**src/rtl/audio_mix_accumulator_if.sv**
```systemverilog
// Bundle between the mixing stage and its neighbours: source samples and
// gains in, the I2S driver's read port, and status/debug out. The mixer
// takes the slave modport. The driver or bench takes the master modport.
interface audio_mix_accumulator_if #(
  parameter int NUM_SRC     = 6,
  parameter int SAMPLE_BITS = 16,
  parameter int GAIN_BITS   = 8,
  parameter int BUF_LEN     = 32
);
  localparam int IDX_W = $clog2(BUF_LEN);

  // Frame clock from the I2S domain. It is asynchronous to mclk.
  logic                           pblrc;
  // Packed sources. Source 0 sits in the LSBs.
  logic [NUM_SRC*SAMPLE_BITS-1:0] src_samples;
  logic [NUM_SRC*GAIN_BITS-1:0]   src_gain;
  // Ring buffer read port used by the I2S driver.
  logic [IDX_W-1:0]               rd_index;
  logic [SAMPLE_BITS-1:0]         rd_sample;
  // Status outputs.
  logic [IDX_W-1:0]               wr_index;
  logic                           mix_valid;
  logic                           busy;
  logic                           clip;
  logic [15:0]                    clip_count;
  logic                           overrun;
  // Current mixer FSM state, exposed for checkers.
  logic [1:0]                     dbg_state;

  modport master (
    output pblrc, src_samples, src_gain, rd_index,
    input  rd_sample, wr_index, mix_valid, busy, clip, clip_count, overrun,
    input  dbg_state
  );

  modport slave (
    input  pblrc, src_samples, src_gain, rd_index,
    output rd_sample, wr_index, mix_valid, busy, clip, clip_count, overrun,
    output dbg_state
  );
endinterface

```
**src/rtl/audio_mix_accumulator.sv**
```systemverilog
// Audio mixing stage. Once per audio frame (a falling pblrc edge), the block
// multiplies NUM_SRC signed samples by unsigned gains, where 128 means unity.
// It accumulates the products one source per cycle, saturates the sum to 16
// bits, and writes the result into a ring buffer LAG slots behind the I2S
// driver's read index. The driver reads the ring buffer through a registered
// read port.
//
// Handshake: mix_valid is a one-cycle strobe with no ready. It is high
// exactly in the cycle the ring entry is written. wr_index, clip and
// clip_count take their new values on that same clock edge, so they are
// stable from the cycle after the strobe. There is no back-pressure. A
// frame edge that arrives while busy is dropped and flagged in the sticky
// overrun bit.
module audio_mix_accumulator #(
  parameter int NUM_SRC     = 6,
  parameter int SAMPLE_BITS = 16,
  parameter int GAIN_BITS   = 8,
  parameter int BUF_LEN     = 32,
  parameter int LAG         = 1
) (
  input  logic                  mclk,
  input  logic                  rstn,
  audio_mix_accumulator_if.slave bus
);

  localparam int IDX_W = $clog2(BUF_LEN);
  localparam int CNT_W = (NUM_SRC > 1) ? $clog2(NUM_SRC) : 1;
  // The width is sized so that NUM_SRC full-scale products cannot overflow.
  localparam int ACC_W = SAMPLE_BITS + GAIN_BITS + $clog2(NUM_SRC) + 1;

  localparam logic [1:0] ST_IDLE  = 2'd0;
  localparam logic [1:0] ST_ACCUM = 2'd1;
  localparam logic [1:0] ST_SAT   = 2'd2;
  localparam logic [1:0] ST_WRITE = 2'd3;

  localparam logic [IDX_W-1:0] LAG_SLOTS = IDX_W'(LAG);
  localparam logic [CNT_W-1:0] LAST_SRC  = CNT_W'(NUM_SRC - 1);
  localparam logic [CNT_W-1:0] SRC_ONE   = CNT_W'(1);

  // These are the saturation bounds, sign-extended to the accumulator width.
  localparam logic signed [ACC_W-1:0] SAT_MAX =
    {{(ACC_W-SAMPLE_BITS+1){1'b0}}, {(SAMPLE_BITS-1){1'b1}}};
  localparam logic signed [ACC_W-1:0] SAT_MIN =
    {{(ACC_W-SAMPLE_BITS+1){1'b1}}, {(SAMPLE_BITS-1){1'b0}}};
  localparam logic [SAMPLE_BITS-1:0] RES_MAX = {1'b0, {(SAMPLE_BITS-1){1'b1}}};
  localparam logic [SAMPLE_BITS-1:0] RES_MIN = {1'b1, {(SAMPLE_BITS-1){1'b0}}};

  // pblrc synchroniser chain. sync3 is used only for edge detection.
  logic sync1, sync2, sync3;
  logic frame_edge;

  logic [1:0]             state;
  logic [CNT_W-1:0]       src_idx;
  logic signed [ACC_W-1:0] acc;
  logic [SAMPLE_BITS-1:0] snap_samples [NUM_SRC];
  logic [GAIN_BITS-1:0]   snap_gain    [NUM_SRC];
  logic [IDX_W-1:0]       wr_slot;
  logic [SAMPLE_BITS-1:0] res_q;
  logic                   clip_n_q;

  logic [SAMPLE_BITS-1:0] ring [BUF_LEN];
  logic [SAMPLE_BITS-1:0] rd_sample_q;
  logic [IDX_W-1:0]       wr_index_q;
  logic                   clip_q;
  logic [15:0]            clip_count_q;
  logic                   overrun_q;

  // Combinational datapath signals.
  logic signed [ACC_W-1:0] sample_ext;
  logic signed [ACC_W-1:0] gain_ext;
  logic signed [ACC_W-1:0] product;
  logic signed [ACC_W-1:0] shifted;
  logic [SAMPLE_BITS-1:0]  res_n;
  logic                    clip_n;

  // Register pblrc through two synchroniser FFs, then one more FF for edge detection.
  always_ff @(posedge mclk or negedge rstn) begin
    if (!rstn) begin
      sync1 <= 1'b0;
      sync2 <= 1'b0;
      sync3 <= 1'b0;
    end else begin
      sync1 <= bus.pblrc;
      sync2 <= sync1;
      sync3 <= sync2;
    end
  end

  assign frame_edge = ~sync2 & sync3;

  // Select the current source and form its signed product with the zero-extended gain.
  always_comb begin
    sample_ext = '0;
    gain_ext   = '0;
    sample_ext = {{(ACC_W-SAMPLE_BITS){snap_samples[src_idx][SAMPLE_BITS-1]}},
                  snap_samples[src_idx]};
    gain_ext   = {{(ACC_W-GAIN_BITS){1'b0}}, snap_gain[src_idx]};
    product    = sample_ext * gain_ext;
  end

  // Remove the unity-gain scale with a flooring shift, then clamp to the sample range.
  always_comb begin
    shifted = acc >>> (GAIN_BITS - 1);
    res_n   = shifted[SAMPLE_BITS-1:0];
    clip_n  = 1'b0;
    if (shifted > SAT_MAX) begin
      res_n  = RES_MAX;
      clip_n = 1'b1;
    end else if (shifted < SAT_MIN) begin
      res_n  = RES_MIN;
      clip_n = 1'b1;
    end
  end

  // Run the mixing sequence: IDLE -> ACCUM (one source per cycle) -> SAT -> WRITE.
  always_ff @(posedge mclk or negedge rstn) begin
    if (!rstn) begin
      state    <= ST_IDLE;
      src_idx  <= '0;
      acc      <= '0;
      wr_slot  <= '0;
      res_q    <= '0;
      clip_n_q <= 1'b0;
      for (int i = 0; i < NUM_SRC; i++) begin
        snap_samples[i] <= '0;
        snap_gain[i]    <= '0;
      end
    end else begin
      case (state)
        ST_IDLE: begin
          if (frame_edge) begin
            for (int i = 0; i < NUM_SRC; i++) begin
              snap_samples[i] <= bus.src_samples[i*SAMPLE_BITS +: SAMPLE_BITS];
              snap_gain[i]    <= bus.src_gain[i*GAIN_BITS +: GAIN_BITS];
            end
            wr_slot <= bus.rd_index - LAG_SLOTS;
            acc     <= '0;
            src_idx <= '0;
            state   <= ST_ACCUM;
          end
        end
        ST_ACCUM: begin
          acc <= acc + product;
          if (src_idx == LAST_SRC) begin
            state <= ST_SAT;
          end else begin
            src_idx <= src_idx + SRC_ONE;
          end
        end
        ST_SAT: begin
          res_q    <= res_n;
          clip_n_q <= clip_n;
          state    <= ST_WRITE;
        end
        default: begin
          state <= ST_IDLE;
        end
      endcase
    end
  end

  // Write the ring buffer. Reset clears every slot so the driver never plays stale data.
  always_ff @(posedge mclk or negedge rstn) begin
    if (!rstn) begin
      for (int i = 0; i < BUF_LEN; i++) begin
        ring[i] <= '0;
      end
    end else if (state == ST_WRITE) begin
      ring[wr_slot] <= res_q;
    end
  end

  // Registered read port. A same-cycle write to the read slot returns the old entry.
  always_ff @(posedge mclk or negedge rstn) begin
    if (!rstn) begin
      rd_sample_q <= '0;
    end else begin
      rd_sample_q <= ring[bus.rd_index];
    end
  end

  // Update the per-frame status (last slot, clip flag and clip counter) on the write cycle.
  always_ff @(posedge mclk or negedge rstn) begin
    if (!rstn) begin
      wr_index_q   <= '0;
      clip_q       <= 1'b0;
      clip_count_q <= '0;
    end else if (state == ST_WRITE) begin
      wr_index_q <= wr_slot;
      clip_q     <= clip_n_q;
      if (clip_n_q && (clip_count_q != 16'hFFFF)) begin
        clip_count_q <= clip_count_q + 16'd1;
      end
    end
  end

  // Set the sticky overrun flag when a frame edge arrives while a mix is in flight.
  always_ff @(posedge mclk or negedge rstn) begin
    if (!rstn) begin
      overrun_q <= 1'b0;
    end else if (frame_edge && (state != ST_IDLE)) begin
      overrun_q <= 1'b1;
    end
  end

  // busy covers the edge cycle itself as well as the ACCUM/SAT/WRITE states.
  assign bus.busy       = (state != ST_IDLE) | frame_edge;
  assign bus.mix_valid  = (state == ST_WRITE);
  assign bus.rd_sample  = rd_sample_q;
  assign bus.wr_index   = wr_index_q;
  assign bus.clip       = clip_q;
  assign bus.clip_count = clip_count_q;
  assign bus.overrun    = overrun_q;
  assign bus.dbg_state  = state;

endmodule
```
**src/flat_wrapper.sv**
```systemverilog
// flat-port wrapper written by rule: the top's interface ports become plain ports
module audio_mix_accumulator_flat 
#(
  parameter int NUM_SRC     = 6,
  parameter int SAMPLE_BITS = 16,
  parameter int GAIN_BITS   = 8,
  parameter int BUF_LEN     = 32,
  parameter int LAG         = 1
)
  (mclk, rstn, bus_pblrc, bus_src_samples, bus_src_gain, bus_rd_index, bus_rd_sample, bus_wr_index, bus_mix_valid, bus_busy, bus_clip, bus_clip_count, bus_overrun, bus_dbg_state);
  audio_mix_accumulator_if #(.NUM_SRC(NUM_SRC), .SAMPLE_BITS(SAMPLE_BITS), .GAIN_BITS(GAIN_BITS), .BUF_LEN(BUF_LEN)) bus_i ();
  input  logic mclk;
  input  logic rstn;
  input wire logic [$bits(bus_i.pblrc)-1:0] bus_pblrc;
  input wire logic [$bits(bus_i.src_samples)-1:0] bus_src_samples;
  input wire logic [$bits(bus_i.src_gain)-1:0] bus_src_gain;
  input wire logic [$bits(bus_i.rd_index)-1:0] bus_rd_index;
  output wire logic [$bits(bus_i.rd_sample)-1:0] bus_rd_sample;
  output wire logic [$bits(bus_i.wr_index)-1:0] bus_wr_index;
  output wire logic [$bits(bus_i.mix_valid)-1:0] bus_mix_valid;
  output wire logic [$bits(bus_i.busy)-1:0] bus_busy;
  output wire logic [$bits(bus_i.clip)-1:0] bus_clip;
  output wire logic [$bits(bus_i.clip_count)-1:0] bus_clip_count;
  output wire logic [$bits(bus_i.overrun)-1:0] bus_overrun;
  output wire logic [$bits(bus_i.dbg_state)-1:0] bus_dbg_state;
  assign bus_i.pblrc = bus_pblrc;
  assign bus_i.src_samples = bus_src_samples;
  assign bus_i.src_gain = bus_src_gain;
  assign bus_i.rd_index = bus_rd_index;
  assign bus_rd_sample = bus_i.rd_sample;
  assign bus_wr_index = bus_i.wr_index;
  assign bus_mix_valid = bus_i.mix_valid;
  assign bus_busy = bus_i.busy;
  assign bus_clip = bus_i.clip;
  assign bus_clip_count = bus_i.clip_count;
  assign bus_overrun = bus_i.overrun;
  assign bus_dbg_state = bus_i.dbg_state;
  audio_mix_accumulator #(.NUM_SRC(NUM_SRC), .SAMPLE_BITS(SAMPLE_BITS), .GAIN_BITS(GAIN_BITS), .BUF_LEN(BUF_LEN), .LAG(LAG)) u_core (.mclk(mclk), .rstn(rstn), .bus(bus_i));
endmodule
```
**config.mk**
```make
export PLATFORM = sky130hd
export DESIGN_NAME = audio_mix_accumulator_flat
export DESIGN_NICKNAME = d
export VERILOG_FILES = /design/src/rtl/audio_mix_accumulator_if.sv /design/src/rtl/audio_mix_accumulator.sv /design/src/flat_wrapper.sv
export SDC_FILE = /design/constraint.sdc
export NUM_CORES = 1
export LEC_CHECK = 0
export ABC_CLOCK_PERIOD_IN_PS = 9260
export BUFFER_PORTS_ARGS = -buffer_cell sky130_fd_sc_hd__buf_4
export CAP_MARGIN = 10
export CORE_ASPECT_RATIO = 1.2
export CORE_MARGIN = 2
export CORE_UTILIZATION = 59
export DETAILED_ROUTE_END_ITERATION = 16
export HOLD_SLACK_MARGIN = 0.08
export PLACE_DENSITY = 0.82
export SLEW_MARGIN = 0
export SYNTH_ARGS = -nofsm -noshare
export SYNTH_HDL_FRONTEND = slang
export SYNTH_SLANG_ARGS = --single-unit
```
**constraint.sdc**
```tcl
create_clock -name mclk -period 9.26 [get_ports mclk]
set_input_delay 0 -clock mclk [delete_from_list [all_inputs] [get_ports mclk]]
set_output_delay 0 -clock mclk [all_outputs]
set_load 0.02 [all_outputs]
```
# Word level (Yosys, flattened, before mapping)
# Index checks and enable logic that the tools add are counted.
[totals]
register_bits = 753
output_inout_bits = 43
wordCells = 118
[op_classes]
add_sub_neg = 4
mul = 1
order_cmp = 6
eq_ne = 8
mux = 24
bitwise = 6
reduce_logical = 11
[ops]
columns = ["cell", "n"]
rows = [
  ["512-bit bitwise mux", 1],
  ["16-bit 2-to-1 mux", 7],
  ["16-bit binary-select mux with 5-bit select", 1],
  ["16-bit demux with 5-bit select", 1],
  ["28-bit one-hot mux with 2 select lines", 1],
  ["16-bit binary-select mux with 3-bit select", 1],
  ["28-bit by 25-bit adder with 28-bit output", 1],
  ["28-bit 2-to-1 mux", 1],
  ["16-bit by 9-bit multiplier with 25-bit output", 1],
  ["8-bit binary-select mux with 3-bit select", 1],
  ["21-bit by 16-bit greater-than comparator with 1-bit output, second input constant", 1],
  ["21-bit by 16-bit less-than comparator with 1-bit output, second input constant", 1],
  ["16-bit by 1-bit adder with 16-bit output, second input constant", 1],
  ["8-bit 2-to-1 mux", 2],
  ["16-bit inequality test, second input constant", 1],
  ["6-bit >= comparator, second input constant", 2],
  ["5-bit inverter with 6-bit output", 2],
  ["2-bit AND reduction", 4],
  ["6-bit by 1-bit less-than comparator with 1-bit output, second input constant", 1],
  ["3-bit 2-to-1 mux", 2],
  ["2-bit one-hot mux with 3 select lines", 1],
  ["3-bit one-hot mux with 2 select lines", 1],
  ["5-bit by 1-bit subtractor with 5-bit output, second input constant", 1],
  ["2-bit == test, second input constant", 2],
  ["16 further kinds", 22],
]

# Logic depth before layout (Yosys ltp)
# Gate-level depths: netlist of run 1.
[depth]
depth_word = 7
ltp_mapped = 27
ltp_nobuf = 24

# Least setup slack after synthesis of run 1
# Ideal clock, no wire load.
[synth_path]
kind = "reg2reg"
from = "register u_core.src_idx[0]"
to = "register u_core.acc[27]"
t_arrival_ps = 6752
required_time_ps = 9184
setup_slack_ps = 2432
path_stages_with_launch = 27
period_less_slack_ps = 6828
path_cell_list = "dfrtp_1 -> buf_2 -> buf_2 -> buf_4 -> mux2i_1 -> o21ai_1 -> clkbuf_1 -> nand2_1 -> fa_1 -> inv_1 -> fa_1 -> inv_1 -> fa_1 -> inv_1 -> fa_1 -> inv_1 -> fa_1 -> inv_1 -> ha_1 -> buf_2 -> a21oi_2 -> o21a_1 -> a21bo_1 -> or4b_1 -> and3_1 -> a211o_1 -> o21ai_1"
[synth_between]
elab_chain_len = 7
[synth_rtl]
columns = ["element", "line_no", "rtl"]
rows = [
  ["from (decl)", "audio_mix_accumulator.sv:53", "logic [CNT_W-1:0] src_idx;"],
  ["from (signal assigned)", "audio_mix_accumulator.sv:147", "src_idx <= src_idx + SRC_ONE;"],
  ["3-bit inverter with 4-bit output (implied by the code) (*)", "audio_mix_accumulator.sv:95, audio_mix_accumulator.sv:96, audio_mix_accumulator.sv:97", ""],
  ["16-bit binary-select mux with 3-bit select or 8-bit binary-select mux with 3-bit select (tied branches)", "audio_mix_accumulator.sv:95, audio_mix_accumulator.sv:96, audio_mix_accumulator.sv:97", ""],
  ["16-bit 2-to-1 mux (implied by the code) or 8-bit 2-to-1 mux (tied branches) (2 in series)", "audio_mix_accumulator.sv:95, audio_mix_accumulator.sv:96, audio_mix_accumulator.sv:97", ""],
  ["16-bit by 9-bit multiplier with 25-bit output (*)", "audio_mix_accumulator.sv:98", "product = sample_ext * gain_ext;"],
  ["28-bit by 25-bit adder with 28-bit output (*)", "audio_mix_accumulator.sv:143", "acc <= acc + product;"],
  ["28-bit one-hot mux with 2 select lines (*)", "audio_mix_accumulator.sv:129", "case (state)"],
  ["to (signal assigned)", "audio_mix_accumulator.sv:143", ""],
  ["to (decl)", "audio_mix_accumulator.sv:54", "logic signed [ACC_W-1:0] acc;"],
]
# Mark *: on every way between the ends. The rest lies on a longest branch, timed or not. The select of a mux whose other input is x is not followed.
# A chain may end at the register's enable or synchronous reset.

# Worst setup path in the final report of run 1
# Same ends and word-level chain as after synthesis.

==> results of run 1 <==
## cell usage in the layout, fill, tap and decap left out, types with 10 or more instances in the layout
cell,count
clkinv_2,10
fa_1,128
clkbuf_8,12
buf_4,229
clkbuf_1,15
dlygate4sd3_1,149
ha_1,69
mux2i_1,29
a21oi_1,77
xor2_1,11
nand2_1,123
nand3_1,17
o21ai_0,41
nor2_1,155
inv_1,222
nor3_1,12
clkbuf_16,77
dfrtp_1,752
mux2_2,644
mux2_1,35
xnor2_1,21
mux4_2,184
## cell type report
class,instances,area (µm²),area share (%)
Clock buffer,103,2130,4.74
Sequential cell,753,18800,41.9
Timing Repair Buffer,383,3310,7.35
Inverter,224,841,1.87
Tap cell,840,1050,2.33
Clock inverter,26,295,0.656
Multi-Input combinational cell,1678,18500,41.2
## critical path, cell delays in order, from the launching register on
cell and delay (ps):
dfrtp_4 960, mux2i_1 170, o21ai_1 880, nand2_1 330
fa_1 780, inv_1 100, fa_1 500, inv_1 110
fa_1 520, inv_1 50, fa_1 490, inv_1 50
fa_1 470, inv_1 40, ha_1 370, a21oi_2 200
o21a_1 210, a21bo_1 230, or4b_1 450, and3_1 190
a211o_1 290, o21ai_1 70
## worst max-delay path by stage
| stage | start | endpoint | slack [ps] | cells after the start |
|---|---|---|---|---|
| after global routing | u_core.src_idx[0]$_DFFE_PN0P_ | u_core.acc[27]$_DFFE_PN0P_ | 1200 | 21 |
| after floorplan | u_core.src_idx[0]$_DFFE_PN0P_ | u_core.acc[27]$_DFFE_PN0P_ | 2430 | 26 |
| after global placement | u_core.src_idx[0]$_DFFE_PN0P_ | u_core.acc[27]$_DFFE_PN0P_ | 1760 | 21 |
| after detailed placement | u_core.src_idx[0]$_DFFE_PN0P_ | u_core.acc[27]$_DFFE_PN0P_ | 1660 | 21 |
| after CTS | u_core.src_idx[0]$_DFFE_PN0P_ | u_core.acc[27]$_DFFE_PN0P_ | 1660 | 21 |
| final | u_core.src_idx[0]$_DFFE_PN0P_ | u_core.acc[27]$_DFFE_PN0P_ | 1720 | 21 |
## flip-flops by register name, summed over array words and instances, names as in the netlist, 5 cells and up
register	count
u_core.bus.rd_sample	16
u_core.snap_samples	96
u_core.res_q	16
u_core.ring	512
u_core.acc	28
u_core.bus.wr_index	5
u_core.bus.clip_count	16
u_core.snap_gain	48
u_core.wr_slot	5
## what timing repair did
item,CTS,global route
endpoints found under the hold margin,297,0
gates resized for setup,0,0
hold buffers,149,0
## per-stage QoR
step / hold slack (ps) / setup WS (ps) / std cells / util [%] / area [µm²]
floorplan: -296 / 2430 / 2842 / - / 39000
global placement: 124 / 1760 / 3728 / 62.6 / 41100
detailed placement: 120 / 1660 / 3728 / 62.6 / 41100
CTS: 95.8 / 1660 / 4006 / 68.6 / 45000
global route: 150 / 1200 / 4007 / 68.6 / 45000
finish: 49.5 / 1720 / 4007 / 68.6 / 45000
## cell families after synthesis
logic type | after synthesis | share of synthesized area (%)
adders and majority gates | 197 | 8.77
xor gates and xnor gates | 32 | 0.718
AOI/OAI and AO/OA | 195 | 3.03
DFF | 753 | 48.3
muxes | 892 | 30.9
buffers and inverters | 411 | 4.27
and+or+nand+nor | 362 | 4.01
## layer usage
| layer | wire, µm | track usage (%) | vias up |
|---|---|---|---|
| met5 | 0 | 0 | - |
| met4 | 3490 | 11.4 | 0 |
| met3 | 3570 | 3.86 | 221 |
| met2 | 50100 | 51.1 | 641 |
| met1 | 35400 | 33.5 | 12644 |
| li1 | - | - | 10492 |
==> metrics.txt, run 1 <==
status finished, final reports clean; CTS tree built; highest clock rate 133 MHz; Initial Util 59.5%; Post-synth top cells dfrtp_1, mux2_2, inv_1; Via density 5.99; vias in the first global route 26866; core area 0.0656 mm²; worst-margin pin slew 1240 ps; Die W 239 µm; top cell type by total area after synthesis dfrtp_1; Antenna Cells 0; Wirelength per Cell 23.1 µm; H-tree depth 3; Max Slew Vio Count 0; port buffer count 194; Arr. time, crit path 8070 ps; RSZ-0062 raised after global routing no; slew margin rel. 16.7%; Critical R2R Launch u_core.src_idx[0]$_DFFE_PN0P_; reg2reg setup slack 1720 ps; Rows 103; #FFs+latches synth 753; Hold Vio Cnt, Final 0; Die Footprint 0.0683 mm²; sequential share of the synthesized area 48.3%; global-route wire length before repair 148000 µm; Avg Cell Area, Syn 13.7 µm²; Layout area overhead 15.3%; Final Cycle Share 81.4%; crit end category flop; proportion of layout cells with a drive suffix above 1 37.4%; setup violators final 0; First-pass DRT Iterations 5; Worst-path clk slew 60 ps; largest net degree at the start of global routing 187; area share of the largest cell type after synthesis 48.3%; reg2reg end u_core.acc[27]$_DFFE_PN0P_; setup repair bufs after CTS 0; final net count 3465; Post-DRT Antenna Nets 0; max_cap viols 0; Post-Syn Nets 3191; final wirelength 92500 µm; most common cell in the netlist dfrtp_1; Num CTS Buffers 76; routed vias 23998; antenna violations before repair 0; RePlAce Congestion 0.888; number of remaining DRC errors 0; Max Buffers Root-to-Sink 3; critical path required time 9800 ps; Worst-Skew Late Latency 620 ps; library cells used by synthesis 58; Main synth FF type dfrtp_1; clk_skew 22.0 ps; Synth area leaders dfrtp_1, mux2_2, mux4_2; async set-reset flop share out of synthesis 100%; Post-synth EDFFs 0; Hold Crit Class in2async; num ports 195; total track usage 28.0%; Chip Height 286 µm; grt ovf 0; Filler Cell Count 4298; clock tree sinks 753; final setup TNS 0 ps; Synth Warn # 0; worst reg-to-reg path cell count 21; synthesized cell area 0.0390 mm²; WS Path Type reg2reg; CTS root buffer clkbuf_16; Mapped Cells 2842; crit path max fanout 43; dpl hpwl 58800 µm; initial DRC count 1520; fin crit period 7540 ps; Startpoint Class flop
Power of run 1 is left out: the tool's default activity adds up to more than one toggle a clock period on the data nets, which glitch-free logic cannot reach.
==> run 2, diff against run 1 <==
ABC_CLOCK_PERIOD_IN_PS = 6600   (was 9260)
CORE_UTILIZATION = 56   (was 59)
clock period = 6.6 ns   (was 9.26 ns; I/O delays follow)
==> run 2 against run 1 <==
Against the previous run:
- utilization down 2.5 points
- flip-flop and latch count unchanged
- non-clock buffer count up 63
- global-route usage down 0.37 points
- worst setup slack worse by 1600 ps
- highest routed layer unchanged
==> metrics.txt, run 2 (synthesized netlist as in run 1, its figures left out) <==
clock tree sinks 753; final wirelength 96600 µm; setup violators final 0; Filler Cell Count 4645; highest clock rate 154 MHz; crit end category flop; Chip Height 293 µm; crit path max fanout 14; Largest Register u_core.ring; FF/Latch Area 0.0188 mm²; met2 global-route usage 49.7%; worst-margin pin slew 1220 ps; fin crit period 6510 ps; final setup TNS 0 ps; Hold Vio Cnt, Final 0; RSZ-0062 raised after global routing yes; placed insts 3846; total track usage 27.7%; status finished, final reports clean; final hold slack 123 ps; WS Path Type reg2reg; num ports 195; Critical Path Start u_core.src_idx[0]$_DFFE_PN0P_; RePlAce Congestion 0.910; H-tree depth 3; Num CTS Buffers 76; proportion of layout cells with a drive suffix above 1 38.9%; commonest cells after routing, fill and taps aside dfrtp_1, mux2_2, buf_4; Min-Delay Startpoint bus_rd_index[0]; Max Buffers Root-to-Sink 3; Arr. time, crit path 7070 ps; Final Cycle Share 98.7%; Rows 106; Via density 5.96; Finished Layout Cells 4157; Worst-path clk slew 60 ps; GR Util met1 33.7%; critical path required time 7150 ps; Layout area overhead 17.5%; clk_skew 19.6 ps; largest net degree at the start of global routing 162; Initial Util 56.3%; max_cap viols 0; number of remaining DRC errors 0; slew margin rel. 18.2%; Wirelength per Cell 23.2 µm; CTS root buffer clkbuf_16; Most Crowded Layer GR met2; Finished Core Util 66.1%; number of flip-flops in the largest register 512; reg2reg setup slack 90 ps; global-route wire length before repair 154000 µm; commonest non-fill, non-tap cell in the layout dfrtp_1; core area 0.0694 mm²; top flop regs u_core.ring (512), u_core.snap_samples (96), u_core.snap_gain (48); Max Slew Vio Count 0; antenna violations before repair 1; Hold Crit Class in2reg; CTS tree built; Die W 245 µm; combined area of the multi-input logic cells 0.0186 mm²; port buffer count 194; Critical R2R Launch u_core.src_idx[0]$_DFFE_PN0P_; First-pass DRT Iterations 5; vias in the first global route 27498; initial DRC count 1731; grt ovf 0; dpl hpwl 60000 µm; Post-DRT Antenna Nets 0; Startpoint Class flop; final net count 3528; Die Footprint 0.0719 mm²; met3 usage 3.53%; Worst-Skew Late Latency 630 ps; routed vias 24778
## run 2: changes by cell type in the layout (fill, tap and decap cells not counted), sizes merged
cell and change:
buf +61, bufinv +3, clkbuf +9, clkinv -5, clkinvlp -1, diode +1, dlygate4sd3 +2, inv +2
## run 2: timing repair
item,4_1_cts,5_1_grt
pin swaps,0,4
setup endpoints to repair,1,12
endpoints found under the hold margin,264,0
cloned,0,0
resized for setup,2,9
buffers inserted,0,20
hold buffers,152,0
## run 2: cell type report
type                            instances  share of cell area, %
Sequential cell                       753                   41.1
Antenna cell                            1                0.00545
Timing Repair Buffer                  446                   8.40
Multi-Input combinational cell       1678                   40.5
Clock inverter                         25                  0.873
Tap cell                              918                   2.50
Clock buffer                          112                   4.81
Inverter                              224                   1.84
## run 2: critical path, stage by stage, from the launching register on
cell and delay [ps]:
dfrtp_4 420, buf_4 190, mux4_2 550, a21oi_1 310, buf_6 230, nor2_1 80, fa_1 520, inv_1 50
fa_1 470, inv_1 50, fa_1 500, fa_1 540, inv_1 50, fa_1 490, inv_1 40, ha_1 330
nand4_1 160, nor2_1 160, o31ai_1 150, o31ai_1 260, buf_4 180, mux2_2 350, a211o_1 250, o21ai_1 80
## run 2: final timing paths
| kind | end | cells past startpoint |
|---|---|---|
| min in group asynchronous | u_core.ring[162]$_DFFE_PN0P_ | 3 |
| setup / recovery | u_core.acc[27]$_DFFE_PN0P_ | 23 |
| hold / removal | u_core.wr_slot[0]$_DFFE_PN0P_ | 2 |
| max in group asynchronous | u_core.acc[26]$_DFFE_PN0P_ | 4 |
| setup reg to reg | u_core.acc[27]$_DFFE_PN0P_ | 23 |
| hold reg to reg | u_core.sync2$_DFF_PN0_ | 0 |
## run 2: metal layers
| metal | wire, µm | vias up |
|---|---|---|
| met3 | 4810 | 240 |
| met2 | 51100 | 871 |
| li1 | - | 10669 |
| met5 | 0 | - |
| met4 | 3800 | 0 |
| met1 | 36900 | 12998 |
## run 2: metrics by stage
step | instance area, µm² | setup WS (ps)
final | 45900 | 85.9
after global placement | 41500 | 145
after CTS | 45700 | 18.4
after detailed placement | 41500 | 8.23
after global routing | 45900 | -88.5
after floorplan | 39100 | 76.3
Power of run 2 is left out for the same reason.
==> run 3, diff against run 2 <==
CORE_UTILIZATION = 43   (was 56)
PLACE_DENSITY = 0.67   (was 0.82)
==> run 3 against run 2 <==
Against the previous run:
- flip-flop and latch count did not move
- largest cell class unchanged
- via count fell by 4.5%
- clock-buffer cell count rose by 13
- highest routed layer unchanged
- register-to-register slack improved by 150 ps
- non-clock buffer count fell by 6
- utilization fell by 15 points
- die area rose by 30%
==> metrics.txt, run 3 (synthesized netlist as in run 1, its figures left out) <==
Worst-Skew Late Latency 670 ps; antenna violations before repair 0; highest clock rate 157 MHz; Startpoint Class flop; dpl hpwl 57900 µm; CTS tree built; RePlAce Congestion 0.855; Filler Cell Count 7539; clock tree sinks 753; num ports 195; top flop regs u_core.ring (512), u_core.snap_samples (96), u_core.snap_gain (48); Initial Util 43.2%; Worst-path clk slew 60 ps; crit end category flop; WS Path Type reg2reg; status finished, final reports clean; Hold Vio Cnt, Final 0; CTS root buffer clkbuf_16; commonest cells after routing, fill and taps aside dfrtp_1, mux2_2, buf_4; Post-DRT Antenna Nets 0; Max Slew Vio Count 0; reg2reg setup slack 230 ps; Hold Crit Class in2async; First-pass DRT Iterations 5; number of flip-flops in the largest register 512; Die Footprint 0.0932 mm²; Largest Register u_core.ring; port buffer count 194; Layout area overhead 19.0%; global-route wire length before repair 144000 µm; Rows 121; fin crit period 6370 ps; Critical Path Start u_core.src_idx[0]$_DFFE_PN0P_; worst setup path endpoint u_core.acc[27]$_DFFE_PN0P_; vias in the first global route 25369; final wirelength 90300 µm; core area 0.0904 mm²; commonest non-fill, non-tap cell in the layout dfrtp_1; grt ovf 0; reg2reg end u_core.acc[27]$_DFFE_PN0P_; Finished Core Util 51.4%; total track usage 19.8%; placed insts 4099; slew margin rel. 19.2%; Placed Area 0.0420 mm²; Critical R2R Launch u_core.src_idx[0]$_DFFE_PN0P_; clk_skew 42.2 ps; initial DRC count 1348; Post-Layout Inst Area 0.0465 mm²; crit path max fanout 19; proportion of layout cells with a drive suffix above 1 39.5%; number of remaining DRC errors 0; max_cap viols 0; final net count 3527; Die W 279 µm; largest net degree at the start of global routing 181; Num CTS Buffers 81; setup violators final 0; Final Cycle Share 96.5%; final setup TNS 0 ps; H-tree depth 3; routed vias 23663; Chip Height 334 µm; Arr. time, crit path 6950 ps; Via density 5.36; Finished Layout Cells 4411; Wirelength per Cell 20.5 µm; worst reg-to-reg path cell count 24; Max Buffers Root-to-Sink 3; critical path required time 7180 ps; worst-margin pin slew 1210 ps; Antenna Cells 0
run 3: cell types whose count changed in the layout (fill, tap and decap cells not counted), sizes merged:
cell         change
dlygate4sd3      +4
clkbuf          +12
inv              +1
diode            -1
clkinv           +2
clkinvlp         -2
bufinv           -3
buf              -9
run 3: repair_timing:
item,CTS,global route
hold buffers,155,0
endpoints found under the setup margin,0,12
buffers inserted,0,8
hold endpoints to repair,276,0
gates resized for setup,0,22
run 3: cell type report:
class                      count  area, µm²  area share (%)
timing repair buffer         440       3870            8.33
clock buffer                 125       2420            5.22
sequential                   753      18800            40.6
multi-input combinational   1678      18600            40.1
tap                         1168       1460            3.14
inverter                     224        845            1.82
clock inverter                23        382           0.821
run 3: through the flow:
step	hold slack, ps	worst slack (ps)
floorplan	-296	76.3
global placement	114	152
detailed placement	111	98.1
CTS	81.3	76.5
global route	110	-16.0
finish	76.1	233
run 3: worst min path at each step:
| stage | startpoint | endpoint | slack, ps |
|---|---|---|---|
| 2_1_floorplan | rstn | u_core.acc[0]$_DFFE_PN0P_ | -300 |
| 3_3_place_gp | bus_pblrc | u_core.sync1$_DFF_PN0_ | 110 |
| 3_5_place_dp | bus_pblrc | u_core.sync1$_DFF_PN0_ | 110 |
| 4_1_cts | rstn | u_core.ring[363]$_DFFE_PN0P_ | 80 |
| 5_1_grt | bus_src_gain[10] | u_core.snap_gain[34]$_DFFE_PN0P_ | 110 |
| 6_report | rstn | u_core.ring[363]$_DFFE_PN0P_ | 80 |
run 3: metal layers:
| layer | GRT usage, % | share of wire (%) | vias to the layer above |
|---|---|---|---|
| met4 | 5.83 | 2.5 | 0 |
| met3 | 3.28 | 4.1 | 144 |
| met5 | 0 | 0 | - |
| met2 | 35.1 | 52 | 491 |
| li1 | - | - | 10654 |
| met1 | 24.7 | 42 | 12374 |
run 3: critical path: stages, from the launching register on:
cell and delay (ps):
dfrtp_4 430, buf_12 140, buf_12 190, mux4_2 570
a21oi_1 200, buf_4 170, nor2_1 60, fa_1 420
fa_1 560, inv_1 60, fa_1 480, inv_1 60
fa_1 520, inv_1 50, fa_1 490, inv_1 40
ha_1 340, nand4_1 140, nor2_1 130, o31ai_1 120
o31ai_1 240, buf_4 180, mux2_2 350, a211o_1 260
o21ai_1 70
Power of run 3 is left out for the same reason.
